[config.mk]
export PLATFORM = sky130hd
export DESIGN_NAME = framebuffer_scanout_flat
export DESIGN_NICKNAME = d
export VERILOG_FILES = /design/src/rtl/vga_timing_pkg.sv /design/src/rtl/framebuffer_scanout_if.sv /design/src/rtl/vga_timing_counter.sv /design/src/rtl/framebuffer_scanout.sv /design/src/flat_wrapper.sv
export SDC_FILE = /design/constraint.sdc
export NUM_CORES = 1
export LEC_CHECK = 0
export ABC_AREA = 1
export ABC_CLOCK_PERIOD_IN_PS = 1750
export CAP_MARGIN = 20
export CORE_ASPECT_RATIO = 1.4
export CORE_UTILIZATION = 45
export CTS_CLUSTER_DIAMETER = 40
export CTS_CLUSTER_SIZE = 10
export DETAILED_ROUTE_END_ITERATION = 8
export GPL_ROUTABILITY_DRIVEN = 0
export PLACE_DENSITY = 0.67
export SYNTH_ARGS = -nofsm -noshare
export SYNTH_HDL_FRONTEND = slang
export SYNTH_HIERARCHICAL = 1
export SYNTH_SLANG_ARGS = --single-unit
[constraint.sdc]
create_clock -name clock -period 1.75 [get_ports clock]
set_input_delay 0.525 -clock clock [delete_from_list [all_inputs] [get_ports clock]]
set_output_delay 0.525 -clock clock [all_outputs]
set_load 0.005 [all_outputs]
[src/rtl/vga_timing_pkg.sv]
// Shared 640x480@60 VGA timing constants for the scanout path and any other
// block that needs to follow the display raster.
package vga_timing_pkg;

  localparam int H_ACTIVE = 640;
  localparam int H_FP     = 16;
  localparam int H_SYNC   = 96;
  localparam int H_BP     = 48;
  localparam int H_TOTAL  = H_ACTIVE + H_FP + H_SYNC + H_BP;   // 800

  localparam int V_ACTIVE = 480;
  localparam int V_FP     = 10;
  localparam int V_SYNC   = 2;
  localparam int V_BP     = 33;
  localparam int V_TOTAL  = V_ACTIVE + V_FP + V_SYNC + V_BP;   // 525

  // Sync windows are [start, end) in counter units.
  localparam int H_SYNC_START = H_ACTIVE + H_FP;               // 656
  localparam int H_SYNC_END   = H_SYNC_START + H_SYNC;         // 752
  localparam int V_SYNC_START = V_ACTIVE + V_FP;               // 490
  localparam int V_SYNC_END   = V_SYNC_START + V_SYNC;         // 492

  // Counter state -> read address -> framebuffer q -> pins.
  localparam int PIPE_LATENCY = 3;

endpackage

[src/rtl/framebuffer_scanout_if.sv]
// Framebuffer read port plus the VGA pin bundle driven by the scanout block.
interface framebuffer_scanout_if #(
  parameter int DATA_WIDTH = 1,
  parameter int ADDR_WIDTH = 15
);
  logic [ADDR_WIDTH-1:0] fb_read_addr;
  logic [DATA_WIDTH-1:0] fb_q;
  logic                  vga_hsync;
  logic                  vga_vsync;
  logic                  vga_de;
  logic [DATA_WIDTH-1:0] vga_pixel;
  logic                  frame_start;

  // Scanout side: issues reads, consumes q, drives pins.
  modport master (
    output fb_read_addr, vga_hsync, vga_vsync, vga_de, vga_pixel, frame_start,
    input  fb_q
  );

  // Framebuffer / pin side.
  modport slave (
    input  fb_read_addr, vga_hsync, vga_vsync, vga_de, vga_pixel, frame_start,
    output fb_q
  );
endinterface

[src/rtl/vga_timing_counter.sv]
// Free-running raster counters with visible-region and sync decode.
// Outputs are the raw stage-0 view; callers add their own pipeline delay.
module vga_timing_counter
  import vga_timing_pkg::*;
#(
  parameter int H_ACTIVE = vga_timing_pkg::H_ACTIVE,
  parameter int H_FP     = vga_timing_pkg::H_FP,
  parameter int H_SYNC   = vga_timing_pkg::H_SYNC,
  parameter int H_BP     = vga_timing_pkg::H_BP,
  parameter int V_ACTIVE = vga_timing_pkg::V_ACTIVE,
  parameter int V_FP     = vga_timing_pkg::V_FP,
  parameter int V_SYNC   = vga_timing_pkg::V_SYNC,
  parameter int V_BP     = vga_timing_pkg::V_BP,
  parameter int HW       = $clog2(H_ACTIVE + H_FP + H_SYNC + H_BP),
  parameter int VW       = $clog2(V_ACTIVE + V_FP + V_SYNC + V_BP)
) (
  input  logic          clock,
  input  logic          reset_n,
  output logic [HW-1:0] h_count,
  output logic [VW-1:0] v_count,
  output logic          active,
  output logic          hs_n,
  output logic          vs_n,
  output logic          line_last,
  output logic          frame_last
);

  localparam logic [HW-1:0] H_VIS    = HW'(H_ACTIVE);
  localparam logic [HW-1:0] HS_START = HW'(H_ACTIVE + H_FP);
  localparam logic [HW-1:0] HS_END   = HW'(H_ACTIVE + H_FP + H_SYNC);
  localparam logic [HW-1:0] H_END    = HW'(H_ACTIVE + H_FP + H_SYNC + H_BP - 1);
  localparam logic [VW-1:0] V_VIS    = VW'(V_ACTIVE);
  localparam logic [VW-1:0] VS_START = VW'(V_ACTIVE + V_FP);
  localparam logic [VW-1:0] VS_END   = VW'(V_ACTIVE + V_FP + V_SYNC);
  localparam logic [VW-1:0] V_END    = VW'(V_ACTIVE + V_FP + V_SYNC + V_BP - 1);

  assign line_last  = (h_count == H_END);
  assign frame_last = line_last && (v_count == V_END);

  // h wraps every line; v steps on the h wrap and wraps with it at frame end.
  always_ff @(posedge clock or negedge reset_n) begin
    if (!reset_n) begin
      h_count <= '0;
      v_count <= '0;
    end else if (line_last) begin
      h_count <= '0;
      v_count <= frame_last ? '0 : v_count + VW'(1);
    end else begin
      h_count <= h_count + HW'(1);
    end
  end

  // Region and active-low sync decode on the current counter state.
  always_comb begin
    active = (h_count < H_VIS) && (v_count < V_VIS);
    hs_n   = !((h_count >= HS_START) && (h_count < HS_END));
    vs_n   = !((v_count >= VS_START) && (v_count < VS_END));
  end

endmodule

[src/rtl/framebuffer_scanout.sv]
// VGA scanout of a low-res framebuffer with integer pixel replication.
// Read addresses are built incrementally (no multiplier) and every pin is
// delayed to line up with the framebuffer's one-clock registered read.
module framebuffer_scanout
  import vga_timing_pkg::*;
#(
  parameter int DATA_WIDTH  = 1,
  parameter int ADDR_WIDTH  = 15,
  parameter int FB_WIDTH    = 160,
  parameter int FB_HEIGHT   = 120,
  parameter int SCALE_SHIFT = 2,
  parameter int H_ACTIVE    = vga_timing_pkg::H_ACTIVE,
  parameter int H_FP        = vga_timing_pkg::H_FP,
  parameter int H_SYNC      = vga_timing_pkg::H_SYNC,
  parameter int H_BP        = vga_timing_pkg::H_BP,
  parameter int V_ACTIVE    = vga_timing_pkg::V_ACTIVE,
  parameter int V_FP        = vga_timing_pkg::V_FP,
  parameter int V_SYNC      = vga_timing_pkg::V_SYNC,
  parameter int V_BP        = vga_timing_pkg::V_BP
) (
  input  logic                  clock,
  input  logic                  reset_n,
  framebuffer_scanout_if.master bus
);

  localparam int HW = $clog2(H_ACTIVE + H_FP + H_SYNC + H_BP);
  localparam int VW = $clog2(V_ACTIVE + V_FP + V_SYNC + V_BP);
  localparam int PL = PIPE_LATENCY;
  localparam logic [ADDR_WIDTH-1:0] ROW_STEP = ADDR_WIDTH'(FB_WIDTH);
  localparam logic [VW-1:0]         LAST_ROW = VW'(FB_HEIGHT - 1);

  logic [HW-1:0]         h_count;
  logic [VW-1:0]         v_count;
  logic                  active, hs_n, vs_n, line_last, frame_last;
  logic                  at_origin, row_done, row_more;
  logic [ADDR_WIDTH-1:0] line_base, h_col, fb_read_addr;
  logic [DATA_WIDTH-1:0] vga_pixel;
  logic [PL:1]           act_pipe, hs_pipe, vs_pipe, fs_pipe;

  vga_timing_counter #(
    .H_ACTIVE (H_ACTIVE), .H_FP (H_FP), .H_SYNC (H_SYNC), .H_BP (H_BP),
    .V_ACTIVE (V_ACTIVE), .V_FP (V_FP), .V_SYNC (V_SYNC), .V_BP (V_BP),
    .HW (HW), .VW (VW)
  ) u_timing (
    .clock      (clock),
    .reset_n    (reset_n),
    .h_count    (h_count),
    .v_count    (v_count),
    .active     (active),
    .hs_n       (hs_n),
    .vs_n       (vs_n),
    .line_last  (line_last),
    .frame_last (frame_last)
  );

  assign at_origin = (h_count == '0) && (v_count == '0);
  // Last display line of a replicated group, and more source rows remain.
  // The bottom source row never advances, so blanking reads stay in range.
  assign row_done  = &v_count[SCALE_SHIFT-1:0];
  assign row_more  = (v_count >> SCALE_SHIFT) < LAST_ROW;
  assign h_col     = ADDR_WIDTH'(h_count >> SCALE_SHIFT);

  // Row base address advanced by one source row per 2^SCALE_SHIFT lines.
  always_ff @(posedge clock or negedge reset_n) begin
    if (!reset_n) begin
      line_base <= '0;
    end else if (line_last) begin
      if (frame_last)
        line_base <= '0;
      else if (row_done && row_more)
        line_base <= line_base + ROW_STEP;
    end
  end

  // Stage 1: read address; column offset only inside the visible window.
  always_ff @(posedge clock or negedge reset_n) begin
    if (!reset_n)
      fb_read_addr <= '0;
    else
      fb_read_addr <= active ? line_base + h_col : line_base;
  end

  // Delay line carrying control for the same (h,v) as the data to the pins.
  always_ff @(posedge clock or negedge reset_n) begin
    if (!reset_n) begin
      act_pipe <= '0;
      hs_pipe  <= '1;
      vs_pipe  <= '1;
      fs_pipe  <= '0;
    end else begin
      act_pipe <= {act_pipe[PL-1:1], active};
      hs_pipe  <= {hs_pipe[PL-1:1],  hs_n};
      vs_pipe  <= {vs_pipe[PL-1:1],  vs_n};
      fs_pipe  <= {fs_pipe[PL-1:1],  at_origin};
    end
  end

  // Pixel register; q is blanked outside the visible window.
  always_ff @(posedge clock or negedge reset_n) begin
    if (!reset_n)
      vga_pixel <= '0;
    else
      vga_pixel <= act_pipe[PL-1] ? bus.fb_q : '0;
  end

  assign bus.fb_read_addr = fb_read_addr;
  assign bus.vga_hsync    = hs_pipe[PL];
  assign bus.vga_vsync    = vs_pipe[PL];
  assign bus.vga_de       = act_pipe[PL];
  assign bus.vga_pixel    = vga_pixel;
  assign bus.frame_start  = fs_pipe[PL];

endmodule

[src/flat_wrapper.sv]
// flat-port wrapper written by rule: the top's interface ports become plain ports
module framebuffer_scanout_flat import vga_timing_pkg::*;
#(
  parameter int DATA_WIDTH  = 1,
  parameter int ADDR_WIDTH  = 15,
  parameter int FB_WIDTH    = 160,
  parameter int FB_HEIGHT   = 120,
  parameter int SCALE_SHIFT = 2,
  parameter int H_ACTIVE    = vga_timing_pkg::H_ACTIVE,
  parameter int H_FP        = vga_timing_pkg::H_FP,
  parameter int H_SYNC      = vga_timing_pkg::H_SYNC,
  parameter int H_BP        = vga_timing_pkg::H_BP,
  parameter int V_ACTIVE    = vga_timing_pkg::V_ACTIVE,
  parameter int V_FP        = vga_timing_pkg::V_FP,
  parameter int V_SYNC      = vga_timing_pkg::V_SYNC,
  parameter int V_BP        = vga_timing_pkg::V_BP
)
  (clock, reset_n, bus_fb_read_addr, bus_vga_hsync, bus_vga_vsync, bus_vga_de, bus_vga_pixel, bus_frame_start, bus_fb_q);
  framebuffer_scanout_if #(.DATA_WIDTH(DATA_WIDTH), .ADDR_WIDTH(ADDR_WIDTH)) bus_i ();
  input  logic clock;
  input  logic reset_n;
  output wire logic [$bits(bus_i.fb_read_addr)-1:0] bus_fb_read_addr;
  output wire logic [$bits(bus_i.vga_hsync)-1:0] bus_vga_hsync;
  output wire logic [$bits(bus_i.vga_vsync)-1:0] bus_vga_vsync;
  output wire logic [$bits(bus_i.vga_de)-1:0] bus_vga_de;
  output wire logic [$bits(bus_i.vga_pixel)-1:0] bus_vga_pixel;
  output wire logic [$bits(bus_i.frame_start)-1:0] bus_frame_start;
  input wire logic [$bits(bus_i.fb_q)-1:0] bus_fb_q;
  assign bus_fb_read_addr = bus_i.fb_read_addr;
  assign bus_vga_hsync = bus_i.vga_hsync;
  assign bus_vga_vsync = bus_i.vga_vsync;
  assign bus_vga_de = bus_i.vga_de;
  assign bus_vga_pixel = bus_i.vga_pixel;
  assign bus_frame_start = bus_i.frame_start;
  assign bus_i.fb_q = bus_fb_q;
  framebuffer_scanout #(.DATA_WIDTH(DATA_WIDTH), .ADDR_WIDTH(ADDR_WIDTH), .FB_WIDTH(FB_WIDTH), .FB_HEIGHT(FB_HEIGHT), .SCALE_SHIFT(SCALE_SHIFT), .H_ACTIVE(H_ACTIVE), .H_FP(H_FP), .H_SYNC(H_SYNC), .H_BP(H_BP), .V_ACTIVE(V_ACTIVE), .V_FP(V_FP), .V_SYNC(V_SYNC), .V_BP(V_BP)) u_core (.clock(clock), .reset_n(reset_n), .bus(bus_i));
endmodule
==> results of run 1 <==
[report_power, final]
group | switching (mW) | total [mW] | internal (mW) | leakage [nW]
clock network | 0.536 | 1.42 | 0.880 | 0.117
logic | 0.0286 | 0.0410 | 0.0124 | 1.14
registers | 0.000773 | 1.34 | 1.34 | 0.743
[path summary, 6_finish.rpt]
| path | from | end | slack, ns | depth (start not counted) |
|---|---|---|---|---|
| hold / removal | reset_n | u_core/bus.fb_read_addr[3]$_DFF_PN0_ | 0.18 | 2 |
| hold reg to reg | u_core/fs_pipe[2]$_DFF_PN0_ | u_core/fs_pipe[3]$_DFF_PN0_ | 0.35 | 0 |
| min in group clock | u_core/fs_pipe[2]$_DFF_PN0_ | u_core/fs_pipe[3]$_DFF_PN0_ | 0.35 | 0 |
| setup / recovery | u_core/bus.fb_read_addr[1]$_DFF_PN0_ | bus_fb_read_addr[1] | 0.05 | 1 |
| setup reg to reg | u_core/u_timing/h_count[8]$_DFF_PN0_ | u_core/bus.fb_read_addr[14]$_DFF_PN0_ | 0.10 | 8 |
| max in group asynchronous | reset_n | u_core/vs_pipe[1]$_DFF_PN1_ | 1.27 | 2 |
[per-layer routing]
metal | vias up | wire (um)
met3 | 14 | 214
met1 | 1176 | 2770
met2 | 66 | 3200
met5 | - | 0
met4 | 0 | 135
li1 | 1278 | -
[flip-flops by register name, indices dropped and copies added, names as in the netlist]
name,count
u_core/act_pipe,3
u_core/bus.fb_read_addr,15
u_core/bus.vga_pixel,1
u_core/fs_pipe,3
u_core/hs_pipe,3
u_core/line_base,10
u_core/u_timing/h_count,10
u_core/u_timing/v_count,10
u_core/vs_pipe,3
[area by class of cell]
cell class              instances  area [um^2]
well taps                      72         90.1
inverters                      51          194
fillers                       558         2560
multi-input cells             260         1370
flip-flops and latches         58         1460
clock inverters                 4         73.8
repair buffers                 48          443
clock buffers                  12          155
[worst reg2reg max path, delay by kind of cell, from the launching register on]
kind                     cells  cell delay (ns)
flip-flops                   1             0.43
adder cells (fa/ha/maj)      1             0.34
AND/OR/NAND/NOR              6             0.54
AO/OA/AOI/OAI                1             0.22
[stage by stage]
step | instances | setup WS (ns) | hold WS [ns] | area [um^2]
floorplan | 373 | 0.00482 | 0.229 | 3020
global placement | 487 | 0.0587 | 0.332 | 3490
detailed placement | 487 | -0.0184 | 0.336 | 3490
CTS | 505 | 0.00926 | 0.190 | 3750
global route | 505 | -0.00398 | 0.214 | 3780
finish | 505 | 0.0539 | 0.181 | 3780
[placed cells by master (no fill, tap or decap), types with 2 or more instances in the layout]
cell,netlist,final
nand2_1,117,114
dfrtp_1,52,51
inv_1,48,45
nor2_1,39,38
nand3_1,23,23
buf_4,0,23
clkdlybuf4s50_1,0,18
clkbuf_8,0,11
nor2_2,10,11
xor2_1,10,10
a21oi_1,9,9
ha_1,9,9
nand4_1,8,8
o21ai_0,7,7
dfstp_2,6,6
inv_2,2,5
nor4_1,6,5
nand2_2,3,4
xnor2_1,3,3
bufinv_16,0,2
dlygate4sd2_1,0,2
nor3_1,2,2
nand2_4,0,2
buf_12,0,2
nand3_2,2,2
nor2_4,2,2
[what timing repair did]
action                                  4_1_cts  5_1_grt
hold buffers                                  0        0
buffers inserted                              2        0
endpoints found under the setup margin       12       16
resized for setup                             4       11
pin swaps                                     0        1
[logic make-up after synthesis]
family / count (synthesis)
xor gates and xnor gates: 14
other: 1
and+or+nand+nor: 213
DFF: 58
AOI/OAI and AO/OA: 23
buffers and inverters: 55
adders and majority gates: 9
==> flow_summary.yaml, run 1 <==
timing:
  max_freq_mhz: 590
  clock_skew_ns: 0.00884
  final_max_slew_viol_count: 0
  setup-violations-final: 0
  timing.setup.tns_ns: 0
  fin_crit_ns: 1.70
  rsz0062_at_grt: "yes"
  hold_viol_final: 0
  fin_crit_sh: 0.969
die:
  start_util: 0.475
  rows: 34
  die_h_um: 98.8
  pin_count: 23
  die-area_um2: 7030
  die_x_um: 71.2
  coreArea_um2: 6340
global_routing:
  globalRouteMet1Util: 0.229
  grtUsageMet2: 0.354
  grt_pass1_wl_mm: 10.9
  busiest_layer: "met2"
  grt_use_met3: 0.0399
  grt.overflow.total: 0
  grt_pass1_vias: 2440
  antenna_found_initial: 0
  grt_use_total: 0.202
  grt_max_degree: 59
setup_path:
  cp_slowest_cell: "clkdlybuf4s50_1"
  crit_family: "buffers and inverters"
  worstPathMaxFanout: 1
  start_kind: "register"
  critPathCaptureType: "output pin"
  crit_chain: "clkdlybuf4s50_1"
  critPathRequiredTime_ns: 1.22
  crit_buf_inv: 1
  crit_type: "reg2out"
  arrival_ns: 1.17
  cp_slowest_stage_delay_ns: 0.50
yosys:
  synthXorXnorAreaFrac: 0.0432
  syn_avg_cell_area_um2: 8.08
  synth_area_leaders: "dfrtp_1, nand2_1, inv_1"
  synth_common_cells: "nand2_1, dfrtp_1, inv_1, nor2_1, nand3_1"
  synthFlopType: "dfrtp_1"
  synthMuxAreaShare: 0
  synth_most_common_cell: "nand2_1"
  syn_area_um2: 3010
  synthArstFlopShare: 1.00
  syn_nets: 385
  synth_top_area_cell: "dfrtp_1"
  synthCells: 373
  synth_edf_count: 0
  synthAdderAreaFrac: 0.0374
  seq_area_frac_synth: 0.484
  yosys_warnings: 6
  synthSimpleGateAreaFrac: 0.312
  synth_top_family_by_area: "simple AND/OR/NAND/NOR gates"
  synthDistinctLibCells: 33
  synth-seq-cells: 58
  synth_compound_area_frac: 0.0482
  yosys.area.top_type_share: 0.432
final_layout:
  fin_util: 0.597
  area_delta_synth_final_pct: 25.5
  drive_gt1_frac: 0.189
  layout.nets: 440
  n_antenna_cell: 0
placement:
  port_buffers: 22
  hpwl_mm: 4.48
route:
  drt_wl_total_mm: 6.32
  route.detailed.drc: 5
  first_pass_iters: 7
  postRouteAntennaNets: 0
  vias: 2534
  drtIter0Drc: 200
  vias_per_cell: 5.02
  drt-wirelength-per-cell_um: 12.5
status:
  status: "finished, violations left"
  violations: "design-rule violations"
clocking:
  numCtsBuffers: 9
  clock_sinks: 58
  clk_latency_ns: 0.34
  cts_tree: "done"
  root_buffer: "clkbuf_8"
  clockBufferDepth: 2
  clk_pin_slew_worst_paths_ns: 0.07
  htreeDepth: 3
power:
  p_per_area_nw_per_um2: 741
  ir_worst_vdd_mv: 0.555
  power_mw: 2.80
  leakagePower_nw: 1.99
min_path:
  hold_class: "in2async"
job:
  drv_cap: 0
No activity file was read; power rests on OpenSTA's default activity.
==> run 2: changes to the inputs <==
--- a/config.mk
+++ b/config.mk
@@ -9,12 +9,12 @@
 export ABC_CLOCK_PERIOD_IN_PS = 1750
 export CAP_MARGIN = 20
 export CORE_ASPECT_RATIO = 1.4
-export CORE_UTILIZATION = 45
+export CORE_UTILIZATION = 40
+export CTS_BUF_LIST = sky130_fd_sc_hd__clkbuf_2 sky130_fd_sc_hd__clkbuf_4 sky130_fd_sc_hd__clkbuf_8
 export CTS_CLUSTER_DIAMETER = 40
 export CTS_CLUSTER_SIZE = 10
 export DETAILED_ROUTE_END_ITERATION = 8
 export GPL_ROUTABILITY_DRIVEN = 0
-export PLACE_DENSITY = 0.67
 export SYNTH_ARGS = -nofsm -noshare
 export SYNTH_HDL_FRONTEND = slang
 export SYNTH_HIERARCHICAL = 1
==> run 2 against run 1 <==
The run now ends clean. Global-route usage down 1.1 points. Cell count increased by 5.5%. Utilization fell by 6.7 points. Worst hold slack lost 0.080 ns. Combinational power rose by 14%. Register-to-register slack worse by 0.04 ns. Critical endpoint is now u_core/line_base[5]$_DFFE_PN0P_. Highest routed layer unchanged.
==> flow_summary.yaml, run 2 (synthesized netlist as in run 1, its figures left out) <==
placement:
  place_ws_ns: 0.0235
  port_buffers: 22
  placedInstanceArea_um2: 3540
  hpwl_mm: 4.81
timing:
  fin_crit_sh: 0.966
  rsz0062_at_grt: "yes"
  setup-violations-final: 0
  fin_ws_ns: 0.0599
  final_max_slew_viol_count: 0
  fin_crit_ns: 1.69
  clock_skew_ns: 0.00626
  hold_viol_final: 0
  timing.setup.tns_ns: 0
  max_freq_mhz: 592
clocking:
  clk_latency_ns: 0.35
  htreeDepth: 3
  clock_sinks: 58
  cts_tree: "done"
  cts_hold_buf: 0
  numCtsBuffers: 9
  root_buffer: "clkbuf_8"
  clockBufferDepth: 2
  clk_pin_slew_worst_paths_ns: 0.07
final_layout:
  design_area_um2: 3880
  n_antenna_cell: 0
  multi_input_area_um2: 1430
  drive_gt1_frac: 0.222
  seqCellArea_um2: 1460
  area_delta_synth_final_pct: 28.7
  final_cell_mix: "nand2_1, dfrtp_1, inv_1"
  largest_reg_flops: 15
  fillCellCount: 716
  layout.nets: 443
  mostFrequentLayoutCell: "nand2_1"
  fin_util: 0.530
  top_register: "u_core/bus.fb_read_addr"
die:
  die_x_um: 75.4
  die-area_um2: 7890
  die_h_um: 105
  coreArea_um2: 7310
  start_util: 0.412
  pin_count: 23
  rows: 37
status:
  status: "finished, final reports clean"
setup_path:
  worstPathMaxFanout: 8
  critPathRequiredTime_ns: 2.04
  crit_type: "reg2reg"
  start_kind: "register"
  critPathCaptureType: "register"
  arrival_ns: 1.98
route:
  route.detailed.drc: 0
  vias: 2526
  drt-wirelength-per-cell_um: 12.7
  vias_per_cell: 4.74
  first_pass_iters: 4
  postRouteAntennaNets: 0
  drtIter0Drc: 116
  drt_wl_total_mm: 6.79
global_routing:
  grt_pass1_wl_mm: 11.2
  grt_use_total: 0.191
  grt_pass1_vias: 2445
  grt.overflow.total: 0
  grt_max_degree: 19
  antenna_found_initial: 0
power:
  leakagePower_nw: 2.03
  ir_worst_vdd_mv: 0.436
  p_per_area_nw_per_um2: 708
min_path:
  hold_class: "in2async"
job:
  drv_cap: 0
==> run 2: timing repair <==
item                                    4_1_cts  5_1_grt
cloned                                        0        1
endpoints found under the setup margin       12       25
endpoints found under the hold margin         0        0
pin swaps                                     0       11
setup buffers                                 0        1
gates resized for setup                       4       33
==> run 2: report_power, final <==
group	internal (mW)	total [mW]	switching, mW
registers	1.34	1.34	0.000554
logic	0.0160	0.0469	0.0310
clock network	0.809	1.35	0.545
==> run 2: worst max-delay path, stage by stage (launching register included) <==
cell     delay, ns
dfrtp_1       0.39
inv_2         0.10
ha_4          0.14
inv_2         0.04
nor2_4        0.11
nand3_2       0.08
nor2_2        0.12
nand2_1       0.08
inv_2         0.08
inv_4         0.05
a21oi_4       0.24
nand2_1       0.11
nand2_1       0.07
==> run 2: final cells by class <==
| class | count | area share |
|---|---|---|
| clock buffer | 10 | 0.0339 |
| clock inverter | 6 | 0.0213 |
| inverter | 51 | 0.0500 |
| multi-input combinational | 261 | 0.368 |
| sequential | 58 | 0.377 |
| tap | 97 | 0.0313 |
| timing repair buffer | 50 | 0.119 |
==> run 2: layer usage <==
metal  wire length [um]  global-route usage  vias up  part of all wire
li1                   -                   -     1285                 -
met1               2940               0.228     1199              0.43
met2               3480               0.306       32              0.51
met3                226              0.0579       10             0.033
met4                146              0.0873        0             0.022
met5                  0                   0        -                 0
==> run 2: worst paths after layout <==
check	from	to	slack (ns)	cells after the start
max	u_core/u_timing/v_count[1]$_DFFE_PN0P_	u_core/line_base[5]$_DFFE_PN0P_	0.06	12
min	reset_n	u_core/bus.fb_read_addr[13]$_DFF_PN0_	0.10	1
max reg2reg	u_core/u_timing/v_count[1]$_DFFE_PN0P_	u_core/line_base[5]$_DFFE_PN0P_	0.06	12
min reg2reg	u_core/fs_pipe[2]$_DFF_PN0_	u_core/fs_pipe[3]$_DFF_PN0_	0.35	0
max in group asynchronous	reset_n	u_core/u_timing/v_count[6]$_DFFE_PN0P_	1.09	2
min in group clock	u_core/fs_pipe[2]$_DFF_PN0_	u_core/fs_pipe[3]$_DFF_PN0_	0.35	0
==> run 2: metrics by stage <==
stage / hold slack, ns / power [mW] / instances
floorplan: 0.229 / 1.37 / 373
CTS: 0.0991 / 2.78 / 531
detailed placement: 0.336 / 1.42 / 515
finish: 0.101 / 2.75 / 533
global route: 0.121 / 2.84 / 533
global placement: 0.332 / 1.42 / 515
